File: src/rtl/cursor_ctrl_if.sv
// cursor_ctrl_if: key input, cursor/blink outputs, board-memory and generation-engine handshake
interface cursor_ctrl_if #(
   parameter int XW = 5,
   parameter int YW = 5
);
   logic [2:0]       keys;
   logic [XW-1:0]    cur_x;
   logic [YW-1:0]    cur_y;
   logic             cursor_on;
   logic [XW+YW-1:0] mem_addr;
   logic             mem_rd;
   logic             mem_rdata;
   logic             mem_wr;
   logic             mem_wdata;
   logic             gen_start;
   logic             gen_busy;
   logic             busy;
   modport master (
      input  keys, mem_rdata, gen_busy,
      output cur_x, cur_y, cursor_on, mem_addr, mem_rd, mem_wr, mem_wdata, gen_start, busy
   );
   modport slave (
      output keys, mem_rdata, gen_busy,
      input  cur_x, cur_y, cursor_on, mem_addr, mem_rd, mem_wr, mem_wdata, gen_start, busy
   );
endinterface

File: src/rtl/cursor_ctrl.sv
// cursor_ctrl: turns touch key events into cursor moves, cell flips and generation requests
module cursor_ctrl #(
   parameter int COLS      = 32,
   parameter int ROWS      = 32,
   parameter int XW        = 5,
   parameter int YW        = 5,
   parameter int BLINK_DIV = 8
) (
   input logic          clk,
   input logic          reset,
   cursor_ctrl_if.master bus
);
   localparam logic [2:0] KEY_IDLE  = 3'd0;
   localparam logic [2:0] KEY_UP    = 3'd1;
   localparam logic [2:0] KEY_DOWN  = 3'd2;
   localparam logic [2:0] KEY_LEFT  = 3'd3;
   localparam logic [2:0] KEY_RIGHT = 3'd4;
   localparam logic [2:0] KEY_FLIP  = 3'd5;
   localparam logic [2:0] KEY_NXT   = 3'd6;
   localparam int CW = $clog2(BLINK_DIV);

   typedef enum logic [2:0] {IDLE, FLIP_RD, FLIP_WR, GEN_REQ, GEN_HOLD, GEN_WAIT} state_t;

   state_t        state;
   logic [XW-1:0] cur_x;
   logic [YW-1:0] cur_y;
   logic          pend_v;
   logic [2:0]    pend_k;
   logic [CW-1:0] blink_cnt;
   logic          cursor_on, mem_rd, mem_wr, gen_start;
   logic          in_ok, key_ok, is_move;
   logic [2:0]    key;

   // key selection: a buffered key takes priority over the live input in IDLE
   always_comb begin
      in_ok   = bus.keys != KEY_IDLE && bus.keys <= KEY_NXT;
      key     = pend_v ? pend_k : bus.keys;
      key_ok  = state == IDLE && (pend_v || in_ok);
      is_move = key_ok && key >= KEY_UP && key <= KEY_RIGHT;
   end

   // control FSM, cursor position and one-entry pending key buffer
   always_ff @(posedge clk) begin
      if (reset) begin
         state     <= IDLE;
         cur_x     <= '0;
         cur_y     <= '0;
         pend_v    <= 1'b0;
         pend_k    <= KEY_IDLE;
         mem_rd    <= 1'b0;
         mem_wr    <= 1'b0;
         gen_start <= 1'b0;
      end else begin
         mem_rd    <= 1'b0;
         mem_wr    <= 1'b0;
         gen_start <= 1'b0;
         if (state == IDLE ? pend_v : in_ok) begin
            pend_v <= in_ok;
            pend_k <= bus.keys;
         end
         case (state)
            IDLE: if (key_ok) begin
               case (key)
                  KEY_UP:    cur_y <= (cur_y == '0) ? YW'(ROWS - 1) : cur_y - YW'(1);
                  KEY_DOWN:  cur_y <= (cur_y == YW'(ROWS - 1)) ? '0 : cur_y + YW'(1);
                  KEY_LEFT:  cur_x <= (cur_x == '0) ? XW'(COLS - 1) : cur_x - XW'(1);
                  KEY_RIGHT: cur_x <= (cur_x == XW'(COLS - 1)) ? '0 : cur_x + XW'(1);
                  KEY_FLIP:  begin state <= FLIP_RD; mem_rd <= 1'b1; end
                  KEY_NXT:   begin state <= GEN_REQ; gen_start <= 1'b1; end
                  default:   ;
               endcase
            end
            FLIP_RD:  begin state <= FLIP_WR; mem_wr <= 1'b1; end
            FLIP_WR:  state <= IDLE;
            GEN_REQ:  state <= GEN_HOLD;
            GEN_HOLD: state <= GEN_WAIT;
            GEN_WAIT: if (!bus.gen_busy) state <= IDLE;
            default:  state <= IDLE;
         endcase
      end
   end

   // cursor blink divider, restarted visible by every executed move
   always_ff @(posedge clk) begin
      if (reset || is_move) begin
         cursor_on <= 1'b1;
         blink_cnt <= '0;
      end else if (blink_cnt == CW'(BLINK_DIV - 1)) begin
         cursor_on <= ~cursor_on;
         blink_cnt <= '0;
      end else begin
         blink_cnt <= blink_cnt + CW'(1);
      end
   end

   assign bus.cur_x     = cur_x;
   assign bus.cur_y     = cur_y;
   assign bus.cursor_on = cursor_on;
   assign bus.mem_addr  = {cur_y, cur_x};
   assign bus.mem_rd    = mem_rd;
   assign bus.mem_wr    = mem_wr;
   assign bus.mem_wdata = state == FLIP_WR && !bus.mem_rdata;
   assign bus.gen_start = gen_start;
   assign bus.busy      = state != IDLE;
endmodule

File: src/flat_wrapper.sv
// flat-port wrapper written by rule: the top's interface ports become plain ports
module cursor_ctrl_flat 
#(
   parameter int COLS      = 32,
   parameter int ROWS      = 32,
   parameter int XW        = 5,
   parameter int YW        = 5,
   parameter int BLINK_DIV = 8
)
  (clk, reset, bus_keys, bus_mem_rdata, bus_gen_busy, bus_cur_x, bus_cur_y, bus_cursor_on, bus_mem_addr, bus_mem_rd, bus_mem_wr, bus_mem_wdata, bus_gen_start, bus_busy);
  cursor_ctrl_if #(.XW(XW), .YW(YW)) bus_i ();
  input logic clk;
  input logic reset;
  input wire logic [$bits(bus_i.keys)-1:0] bus_keys;
  input wire logic [$bits(bus_i.mem_rdata)-1:0] bus_mem_rdata;
  input wire logic [$bits(bus_i.gen_busy)-1:0] bus_gen_busy;
  output wire logic [$bits(bus_i.cur_x)-1:0] bus_cur_x;
  output wire logic [$bits(bus_i.cur_y)-1:0] bus_cur_y;
  output wire logic [$bits(bus_i.cursor_on)-1:0] bus_cursor_on;
  output wire logic [$bits(bus_i.mem_addr)-1:0] bus_mem_addr;
  output wire logic [$bits(bus_i.mem_rd)-1:0] bus_mem_rd;
  output wire logic [$bits(bus_i.mem_wr)-1:0] bus_mem_wr;
  output wire logic [$bits(bus_i.mem_wdata)-1:0] bus_mem_wdata;
  output wire logic [$bits(bus_i.gen_start)-1:0] bus_gen_start;
  output wire logic [$bits(bus_i.busy)-1:0] bus_busy;
  assign bus_i.keys = bus_keys;
  assign bus_i.mem_rdata = bus_mem_rdata;
  assign bus_i.gen_busy = bus_gen_busy;
  assign bus_cur_x = bus_i.cur_x;
  assign bus_cur_y = bus_i.cur_y;
  assign bus_cursor_on = bus_i.cursor_on;
  assign bus_mem_addr = bus_i.mem_addr;
  assign bus_mem_rd = bus_i.mem_rd;
  assign bus_mem_wr = bus_i.mem_wr;
  assign bus_mem_wdata = bus_i.mem_wdata;
  assign bus_gen_start = bus_i.gen_start;
  assign bus_busy = bus_i.busy;
  cursor_ctrl #(.COLS(COLS), .ROWS(ROWS), .XW(XW), .YW(YW), .BLINK_DIV(BLINK_DIV)) u_core (.clk(clk), .reset(reset), .bus(bus_i));
endmodule
File: config.mk
export PLATFORM = sky130hd
export DESIGN_NAME = cursor_ctrl_flat
export DESIGN_NICKNAME = d
export VERILOG_FILES = /design/src/rtl/cursor_ctrl_if.sv /design/src/rtl/cursor_ctrl.sv /design/src/flat_wrapper.sv
export SDC_FILE = /design/constraint.sdc
export NUM_CORES = 1
export LEC_CHECK = 0
export ABC_AREA = 1
export CAP_MARGIN = 20
export CORE_AREA = 2 2 76 78
export DETAILED_ROUTE_END_ITERATION = 10
export DIE_AREA = 0 0 78 80
export GPL_TIMING_DRIVEN = 1
export PLACE_DENSITY = 0.5
export SLEW_MARGIN = 20
export SYNTH_ARGS = -nofsm -noshare
export SYNTH_HDL_FRONTEND = slang
export SYNTH_SLANG_ARGS = --single-unit
File: constraint.sdc
create_clock -name clk -period 3 [get_ports clk]
set_input_delay 0.9 -clock clk [delete_from_list [all_inputs] [get_ports clk]]
set_output_delay 0.9 -clock clk [all_outputs]
set_load 0.01 [all_outputs]
# Yosys cells after proc, flatten, opt, wreduce, memory -nomap -nowiden
# Index checks and enable logic that the tools add are counted.
dict set report totals {
  input_bits 7
  regBits 24
  output_inout_bits 26
  word_cells 73
}
dict set report op_classes {
  magnitude_cmp 3
  eq_ne 17
  bitwise_logic 3
  n_addsub 5
  n_reduce_logical 20
  mux 15
}
# op n
set op_table {}
lappend op_table {{two-way mux 5 bit} 4}
lappend op_table {{one-hot mux 5 bit (2 select lines)} 2}
lappend op_table {{equality test 3 bit (second input constant)} 6}
lappend op_table {{one-hot mux 3 bit (5 select lines)} 1}
lappend op_table {{equality test 3 x 2 -> 1 bit (second input constant)} 4}
lappend op_table {{adder 5 x 1 -> 5 bit (second input constant)} 2}
lappend op_table {{equality test 5 bit (second input constant)} 2}
lappend op_table {{zero test 5 bit} 2}
lappend op_table {{subtractor 5 x 1 -> 5 bit (second input constant)} 2}
lappend op_table {{two-way mux 3 bit} 3}
lappend op_table {{AND reduction 3 bit} 3}
lappend op_table {{equality test 3 x 1 -> 1 bit (second input constant)} 2}
lappend op_table {{less-or-equal comparator 3 bit (second input constant)} 2}
lappend op_table {{one-hot mux 3 bit (2 select lines)} 1}
lappend op_table {{nonzero test 3 bit} 2}
lappend op_table {{logical AND 1 bit} 5}
lappend op_table {{two-way mux 1 bit} 4}
lappend op_table {{nonzero test 2 bit} 2}
lappend op_table {{adder 3 x 1 -> 3 bit (second input constant)} 1}
lappend op_table {{>= comparator 3 x 1 -> 1 bit (second input constant)} 1}
lappend op_table {{zero test 3 bit} 1}
lappend op_table {{inequality test 3 bit (second input constant)} 1}
lappend op_table {{NOT 1 bit} 3}
lappend op_table {{OR reduction 3 bit} 1}
lappend op_table {{other kinds (5)} 6}

# Depth between registers and ports, before layout
# Gate-level depths: netlist (run 1).
dict set report logic_depth {
  word_depth 8
  ltp_mapped 11
  mapped_depth_nobuf 11
}

# Worst setup path after synthesis (run 1)
# No wires, ideal clock.
dict set report synth_path {
  kind {input to output}
  startpoint {input bus_mem_rdata}
  endpoint {output bus_mem_wdata}
  arrival_time_ns 1.190
  required_ns 2.100
  n_path_buf 0
  slack_ns 0.910
  cell_stages 1
  cell_sequence {nor3_1}
}
dict set report synth_via {
  elab_chain_len 2
}
# item line_no
set synth_rtl {}
lappend synth_rtl {{start, declared} flat_wrapper.sv:15} ;# input wire logic [$bits(bus_i.mem_rdata)-1:0] bus_mem_rdata;
lappend synth_rtl {{zero test 1 bit} cursor_ctrl.sv:102} ;# assign bus.mem_wdata = state == FLIP_WR && !bus.mem_rdata;
lappend synth_rtl {{logical AND 1 bit} cursor_ctrl.sv:102}
lappend synth_rtl {{end, declared} flat_wrapper.sv:23} ;# output wire logic [$bits(bus_i.mem_wdata)-1:0] bus_mem_wdata;
# Every way passes these cells.

# Final worst setup path (run 1)
# Same ends and word-level chain as after synthesis.

==> out/metrics.cfg, run 1 <==
[status]
outcome=completed

[final_layout]
diodes=0
fin_util_pct=37.8
n_fill_cell=600
fin_nets=305
area_growth_pct=23.0
layout-drive-gt1-share_pct=7.96
layout_common_cells=nand2_1 (90), nor2_1 (43), clkdlybuf4s50_1 (31)
final_common_cell=nand2_1

[critical_path]
startpoint_type=input pin
worst_ep_required_time_ns=2.10
crit_path_end_kind=output port
worstSetupPathType=in2out
cp.arrival_ns=1.64
path_max_fanout=1

[global_routing]
antenna_found_initial=0
grt_pass1_wl_mm=6.15
grt_start_max_net_pins=17
grt_pass1_vias=1399
overflow=0
grtUsageTotal_pct=12.1

[logic_synthesis]
ys.flop_type=dfxtp_1
ys_async_sr_fraction_pct=0
avgSynthCellArea_um2=6.22
synth_fp_nets=282
synth_edf_count=0
ys_seq_area_share_pct=28.9
yosysUniqueCellTypes=29
syn-instance-count=267
ys_ff_latch=24
yosysWarnings=0
syn_area_um2=1660

[place]
gp_routability_congestion=0.749
io_buffer_count=32
dpl.hpwl_mm=2.67

[cts]
cts-root-buf=clkbuf_8
clkTransAtPathRegs_ns=0.09
cts_tree=done
cts_resized=0
clkSinkCount=24
cts_buffer_depth=2
htree_levels=1
postCtsHoldBufs=0
cts_buffers=3
post_cts_buffers=0
clk_latency_ns=0.28

[power]
powerDensity_nw_per_um2=1090
total_leakage_power_nw=1.02
ir_worst_vdd_mv=0.331

[sta]
clock_skew_ns=0.00347
fin_crit_sh_pct=84.6
grt_setup_unrepaired=false
hold_viol_final=0
tightest_slew_ns=0.538
max_freq_mhz=394
fin_crit_ns=2.54
relSlewSlack_pct=64.1
fin_tns_setup_ns=0
setup_viol=0
finalMaxSlewViolations=0

[die]
die-height_um=80
ioPinCount=33
die_x_um=78
initial_core_util_pct=30.7
die_area_um2=6240
core-area_um2=5410
rows=27

[route]
first_pass_iters=4
ant_nets=0
vias_per_cell=4.33
routed_wl_mm=3.54
wl_per_cell_um=9.79
drt_iter0_drc=64
num_vias=1563
drc_errors=0

[hold_path]
worstHoldPathType=reg2reg

[job]
cap_violations=0

per-stage QoR:
step	instances	total power, mW	setup slack (ns)	hold WS (ns)	instance area (um^2)
floorplan	267	1.59	0.910	0.399	1660
global placement	357	1.94	0.0817	0.416	1970
detailed placement	357	1.94	0.0695	0.418	1970
CTS	361	2.25	0.0515	0.435	2040
global route	361	2.46	0.404	0.469	2040
finish	361	2.22	0.462	0.435	2040
cell usage after synthesis (2+ instances only):
library cell	number	share of area, %
nand3_2	2	1.2
nand2_2	10	3.8
nor3_1	2	0.60
nand2_1	90	20
nand3_1	15	4.5
nand4_1	2	0.75
nor2_1	43	9.7
o21ai_0	7	2.1
a21oi_1	7	2.1
dfxtp_1	24	29
ha_1	8	6.0
buf_4	11	5.0
inv_1	30	6.8
sequential cells by signal (all words and copies together), names as in the netlist:
signal,cells
u_core.bus.cur_x,5
u_core.bus.cur_y,5
u_core.blink_cnt,3
u_core.pend_k,3
u_core.state,3
u_core.bus.cursor_on,1
u_core.bus.gen_start,1
u_core.bus.mem_rd,1
u_core.bus.mem_wr,1
u_core.pend_v,1
report_power, final:
group          switching [mW]  leakage, nW  internal [mW]  total, mW
clock                   0.120       0.0357          0.179      0.299
combinational           0.758        0.786          0.580       1.34
sequential              0.151        0.198          0.434      0.585
routing by layer:
| metal | GRT usage [%] | part of all wire [%] | up-vias |
|---|---|---|---|
| met5 | 0 | 0 | - |
| met4 | 4.74 | 1.6 | 0 |
| met3 | 2.04 | 3.3 | 5 |
| met2 | 19.8 | 44 | 27 |
| met1 | 15.7 | 51 | 670 |
| li1 | - | - | 861 |
final cells by class:
type	count	area, um^2	share of cell area [%]
Tap cell	72	90.1	4.41
Multi-Input combinational cell	197	953	46.7
Inverter	32	125	6.12
Timing Repair Buffer	32	323	15.8
Sequential cell	24	480	23.5
Clock buffer	3	41.3	2.02
Clock inverter	1	30.0	1.47
critical path, stage by stage:
cell             delay (ns)
clkdlybuf4s50_1        0.40
nor3_1                 0.16
dlymetal6s2s_1         0.18
worst paths after layout:
kind | end | start | depth (start not counted) | slack [ns]
hold reg to reg | u_core.blink_cnt[0] | u_core.blink_cnt[0] | 1 | 0.43
setup reg to reg | u_core.bus.cur_y[0] | u_core.bus.cur_y[0] | 10 | 1.40
hold / removal | u_core.blink_cnt[0] | u_core.blink_cnt[0] | 1 | 0.43
setup / recovery | bus_mem_wdata | bus_mem_rdata | 3 | 0.46
cell families after synthesis:
| kind of cell | Yosys count | synth area share (%) |
|---|---|---|
| simple gates | 170 | 44.4 |
| buf+inv | 46 | 13.7 |
| flops | 24 | 28.9 |
| compound gates | 18 | 6.48 |
| fa+ha+maj | 8 | 6.02 |
| xor+xnor | 1 | 0.527 |
(Power assumes the default switching activity.)
==> run 2, diff against run 1 <==
PLACE_DENSITY = 0.52   (was 0.5)
clock period = 2.1 ns   (was 3 ns; I/O delays follow)
==> run 2 against run 1 <==
Against the previous run: total power up 43%; register-to-register slack lost 0.90 ns; first-iteration DRC count is 1.6% lower; global-route usage is 0.36 points higher; sequential power up 36%; setup slack worse by 0.35 ns; sequential share of layout area decreased by 0.47 points; largest cell class unchanged.
==> out/metrics.cfg, run 2 (synthesis results as in run 1) <==
[final_layout]
layout.cells.non_filler=367  ; was 361
final_area_um2=2080  ; was 2040 um^2
layout_common_cells=nand2_1 (90), nor2_1 (43), inv_1 (30), clkdlybuf4s50_1 (30), dfxtp_1 (24)  ; was nand2_1 (90), nor2_1 (43), clkdlybuf4s50_1 (31)
fin_nets=311  ; was 305
regArea_um2=480  ; unchanged
n_fill_cell=589  ; was 600
layout-drive-gt1-share_pct=10.5  ; was 7.96%
multiInputGateArea_um2=958  ; was 953 um^2
diodes=0  ; unchanged
area_growth_pct=25.5  ; was 23.0%
top_regs=u_core.bus.cur_x (5), u_core.bus.cur_y (5)  ; unchanged
final_common_cell=nand2_1  ; unchanged
fin_util_pct=38.6  ; was 37.8%

[power]
ir_worst_vdd_mv=0.506  ; was 0.331 mV
total_leakage_power_nw=1.04  ; was 1.02 nW
powerDensity_nw_per_um2=1530  ; was 1090 nW/um^2
swShare_pct=46.0  ; was 46.3%
power_frac_seq_pct=25.1  ; was 26.3%
comb_power_share_pct=61.8  ; was 60.2%
power_frac_clock_pct=13.1  ; was 13.5%
intPower_mw=1.72  ; was 1.19 mW
switchingPower_mw=1.47  ; was 1.03 mW

[route]
num_vias=1608  ; was 1,563
drt_iter0_drc=63  ; was 64
highest_layer=met4  ; unchanged
vias_per_cell=4.38  ; was 4.33
routed_wl_mm=3.54  ; unchanged
wl_per_cell_um=9.63  ; was 9.79 um
dr_wl_met2_mm=1.56  ; was 1.55 mm
ant_nets=0  ; unchanged
met3_length_um=135  ; was 117 um
first_pass_iters=4  ; unchanged
drt-met1-wl_mm=1.80  ; was 1.81 mm
drc_errors=0  ; unchanged

[sta]
fin_crit_ns=1.99
finalMaxSlewViolations=0  ; unchanged
hold_viol_final=0  ; unchanged
max_freq_mhz=502
clock_skew_ns=0.00362  ; was 0.00347 ns
setup_viol=0  ; unchanged
relSlewSlack_pct=70.0  ; was 64.1%
fin_tns_setup_ns=0  ; unchanged
grt_setup_unrepaired=false  ; unchanged
worst_slack_ns=0.109  ; was 0.462 ns
fin_crit_sh_pct=94.8
tightest_slew_ns=0.450  ; was 0.538 ns

[die]
core-area_um2=5410  ; unchanged
ioPinCount=33  ; unchanged
die_area_um2=6240  ; unchanged
initial_core_util_pct=30.7  ; unchanged
rows=27  ; unchanged
die_x_um=78  ; unchanged
die-height_um=80  ; unchanged

[cts]
cts_buffer_depth=2  ; unchanged
htree_levels=1  ; unchanged
cts_tree=done  ; unchanged
clkTransAtPathRegs_ns=0.09  ; about the same
clkSinkCount=24  ; unchanged
postCtsHoldBufs=0  ; unchanged
cts_buffers=3  ; unchanged
cts-root-buf=clkbuf_8  ; unchanged
clk_latency_ns=0.27  ; was 0.28 ns

[status]
outcome=completed  ; unchanged

[global_routing]
antenna_found_initial=0  ; unchanged
grt_start_max_net_pins=17  ; unchanged
overflow=0  ; unchanged
grt_pass1_vias=1470  ; was 1,399
grt_pass1_wl_mm=6.32  ; was 6.15 mm
grtUsageTotal_pct=12.4  ; was 12.1%

[hold_path]
hold_depth=1  ; unchanged
worstHoldPathType=reg2reg  ; unchanged

[job]
cap_violations=0  ; unchanged

[place]
place_area_um2=2010  ; was 1970 um^2
dpl_worst_slack_ns=-0.323  ; was 0.0695 ns
placed_cells=363  ; was 357
dpl.hpwl_mm=2.68  ; was 2.67 mm
gp_routability_congestion=0.766  ; was 0.749
io_buffer_count=32  ; unchanged

[critical_path]
startpoint_type=input pin  ; unchanged
r2r_cells=10  ; unchanged
path_max_fanout=1  ; unchanged
worstSetupPathType=in2out  ; unchanged
cp.arrival_ns=1.36  ; was 1.64 ns
crit_path_end_kind=output port  ; unchanged
worst_ep_required_time_ns=1.47  ; was 2.10 ns

[run 2: timing repair]
action,4_1_cts,5_1_grt
gates resized for setup,5,1
setup buffers,0,0
hold endpoints to repair,0,0
pin swaps,0,0
setup endpoints to repair,2,1
[run 2: cell type report]
type                    instances  share of cell area [%]
clock buffers                   3                    1.98
clock inverters                 1                    1.44
inverters                      32                    6.00
multi-input cells             197                    46.0
flip-flops and latches         24                    23.0
well taps                      72                    4.32
repair buffers                 38                    17.2
[run 2: worst max-delay path, stage by stage]
cell and delay, ns:
clkdlybuf4s50_1 0.42, nor3_2 0.16, buf_2 0.15
[run 2: layer usage]
layer  vias up  track usage, %
met5         -               0
met4         0            5.09
met3         4            2.04
met2        34            20.2
met1       698            16.3
li1        872               -
[run 2: worst paths after layout]
| check | startpoint | end | slack [ns] |
|---|---|---|---|
| worst max-delay path | bus_mem_rdata | bus_mem_wdata | 0.11 |
| worst min-delay path | u_core.blink_cnt[0] | u_core.blink_cnt[0] | 0.43 |
| worst max register to register | u_core.bus.cur_y[0] | u_core.bus.cur_y[0] | 0.50 |
| worst min register to register | u_core.blink_cnt[0] | u_core.blink_cnt[0] | 0.43 |
[run 2: power by group through the flow]
stage | Combinational [mW] | Clock [mW] | Sequential (mW)
4_1_cts | 1.99 | 0.436 | 0.803
6_report | 1.97 | 0.419 | 0.798
3_3_place_gp | 1.97 | 0 | 0.811
3_5_place_dp | 1.99 | 0 | 0.814
5_1_grt | 2.29 | 0.451 | 0.835
2_1_floorplan | 1.47 | 0 | 0.798
[run 2: through the flow]
stage / power [mW] / hold WS (ns)
2_1_floorplan: 2.27 / 0.399
3_3_place_gp: 2.78 / 0.414
3_5_place_dp: 2.80 / 0.418
4_1_cts: 3.22 / 0.433
5_1_grt: 3.57 / 0.453
6_report: 3.19 / 0.427
==> run 3, diff against run 2 <==
CORE_AREA = 2 2 68 70   (was 2 2 76 78)
DIE_AREA = 0 0 70 72   (was 0 0 78 80)
PLACE_DENSITY = 0.63   (was 0.52)
==> run 3 against run 2 <==
Against the previous run: clock-buffer cell count unchanged; total power decreased by 0.41%; hold slack improved by 0.0044 ns; first-iteration DRC count increased by 43%; combinational power about the same; global-route usage increased by 1.8 points; core utilization increased by 9.5 points; clock skew about the same; non-clock buffer count decreased by 1; critical path depth unchanged; cell area decreased by 1.6%; critical endpoint unchanged; largest cell class unchanged.
==> out/metrics.cfg, run 3 (synthesis results as in run 1) <==
[status]
outcome=completed  ; unchanged

[final_layout]
layout-drive-gt1-share_pct=9.86  ; was 10.5%
fin_nets=310  ; was 311
final_common_cell=nand2_1  ; unchanged
fin_util_pct=48.1  ; was 38.6%
top_regs=u_core.bus.cur_x (5), u_core.bus.cur_y (5)  ; unchanged
layout_common_cells=nand2_1 (90), nor2_1 (43), inv_1 (30), clkdlybuf4s50_1 (30), dfxtp_1 (24)  ; unchanged
layout.cells.non_filler=346  ; was 367
area_growth_pct=23.4  ; was 25.5%
diodes=0  ; unchanged

[critical_path]
cp_slowest_cell=clkdlybuf4s50_1  ; unchanged
cp.arrival_ns=1.35  ; was 1.36 ns
worstSetupPathType=in2out  ; unchanged
crit_chain=clkdlybuf4s50_1, nor3_1, buf_2  ; was clkdlybuf4s50_1, nor3_2, buf_2
critical-path-top-delay-family=buffers and inverters  ; unchanged
worst_ep_required_time_ns=1.47  ; about the same
slowest_delay_ns=0.40  ; was 0.42 ns
cp.buffers_inverters=2  ; unchanged
startpoint_type=input pin  ; unchanged
crit_path_end_kind=output port  ; unchanged
path_max_fanout=1  ; unchanged

[sta]
holdWs_ns=0.431  ; was 0.427 ns
tightest_slew_ns=0.444  ; was 0.450 ns
relSlewSlack_pct=70.4  ; was 70.0%
clock_skew_ns=0.00355  ; was 0.00362 ns
grt_setup_unrepaired=false  ; unchanged
setup_viol=0  ; unchanged
fin_crit_ns=1.98  ; was 1.99 ns
max_freq_mhz=504  ; was 502 MHz
fin_crit_sh_pct=94.4  ; was 94.8%
hold_viol_final=0  ; unchanged
finalMaxSlewViolations=0  ; unchanged

[die]
ioPinCount=33  ; unchanged
rows=24  ; was 27
die_area_um2=5040  ; was 6240 um^2
die_x_um=70  ; was 78 um
die-height_um=72  ; was 80 um
core-area_um2=4260  ; was 5410 um^2
initial_core_util_pct=39.0  ; was 30.7%

[route]
drt_iter0_drc=90  ; was 63
dr_wl_met2_mm=1.48  ; was 1.56 mm
highest_layer=met4  ; unchanged
wl_per_cell_um=9.62  ; was 9.63 um
ant_nets=0  ; unchanged
drt-met1-wl_mm=1.68  ; was 1.80 mm
num_vias=1594  ; was 1,608
vias_per_cell=4.61  ; was 4.38
met3_length_um=125  ; was 135 um
first_pass_iters=4  ; unchanged
routed_wl_mm=3.33  ; was 3.54 mm
drc_errors=0  ; unchanged

[cts]
cts_buffer_depth=2  ; unchanged
htree_levels=1  ; unchanged
clkTransAtPathRegs_ns=0.09  ; about the same
clkSinkCount=24  ; unchanged
post_cts_buffers=0  ; unchanged
cts_tree=done  ; unchanged
cts-root-buf=clkbuf_8  ; unchanged
cts_buffers=3  ; unchanged
clk_latency_ns=0.27  ; about the same
postCtsHoldBufs=0  ; unchanged

[global_routing]
grt_start_max_net_pins=17  ; unchanged
grt_pass1_vias=1403  ; was 1,470
grtUsageTotal_pct=14.3  ; was 12.4%
antenna_found_initial=0  ; unchanged
grt_pass1_wl_mm=5.93  ; was 6.32 mm
overflow=0  ; unchanged

[place]
io_buffer_count=32  ; unchanged
dpl.hpwl_mm=2.54  ; was 2.68 mm
gp_routability_congestion=0.842  ; was 0.766
placed_cells=342  ; was 363

[power]
total_leakage_power_nw=1.04  ; about the same
powerDensity_nw_per_um2=1550  ; was 1530 nW/um^2
ir_worst_vdd_mv=0.785  ; was 0.506 mV

[job]
cap_violations=0  ; unchanged

[hold_path]
worstHoldPathType=reg2reg  ; unchanged

==> run 3: cell count changes in the layout (fill, tap and decap cells not counted), sizes merged <==
cell	change
dlygate4sd2	-1
buf	-1
dlymetal6s2s	+1
==> run 3: cell type report <==
class	instances	area (um^2)
fillers	455	2210
multi-input cells	197	953
flip-flops and latches	24	480
repair buffers	37	355
inverters	32	125
well taps	52	65.1
clock buffers	3	41.3
clock inverters	1	30.0
==> run 3: power by group <==
group | leakage, nW | internal (mW) | switching, mW
Sequential | 0.198 | 0.620 | 0.180
Clock | 0.0357 | 0.255 | 0.159
Combinational | 0.807 | 0.851 | 1.11
Total | 1.04 | 1.73 | 1.45
==> run 3: timing repair <==
item	in CTS	in global routing
setup endpoints to repair	1	1
gates resized for setup	4	1
gates cloned	0	0
==> run 3: per-stage QoR <==
step / area [um^2] / setup TNS (ns) / total power [mW] / setup slack, ns
2_1_floorplan: 1660 / 0 / 2.27 / 0.550
3_3_place_gp: 1980 / -0.276 / 2.76 / -0.276
3_5_place_dp: 1980 / -0.302 / 2.79 / -0.302
4_1_cts: 2050 / 0 / 3.21 / 0.00470
5_1_grt: 2050 / 0 / 3.54 / 0.0633
6_report: 2050 / 0 / 3.17 / 0.117
==> run 3: worst paths after layout <==
kind | from | to | slack (ns) | cells after the start
max | bus_mem_rdata | bus_mem_wdata | 0.12 | 3
min | u_core.blink_cnt[0] | u_core.blink_cnt[0] | 0.43 | 1
max reg2reg | u_core.bus.cur_y[0] | u_core.bus.cur_y[0] | 0.51 | 10
min reg2reg | u_core.blink_cnt[0] | u_core.blink_cnt[0] | 0.43 | 1
==> run 3: layer usage <==
| metal | GRT usage, % | vias to the layer above |
|---|---|---|
| li1 | - | 871 |
| met1 | 19.2 | 691 |
| met2 | 23.6 | 28 |
| met3 | 2.08 | 4 |
| met4 | 4.91 | 0 |
| met5 | 0 | - |
==> run 3: worst reg2reg max path, stage by stage (launching register included) <==
cell	delay, ns
dfxtp_1	0.38
ha_1	0.23
nand2_1	0.08
nor2_1	0.04
ha_1	0.21
or2_2	0.28
nand3_1	0.08
nand2_1	0.05
nand2_1	0.06
nand2_1	0.04
nor2_1	0.07
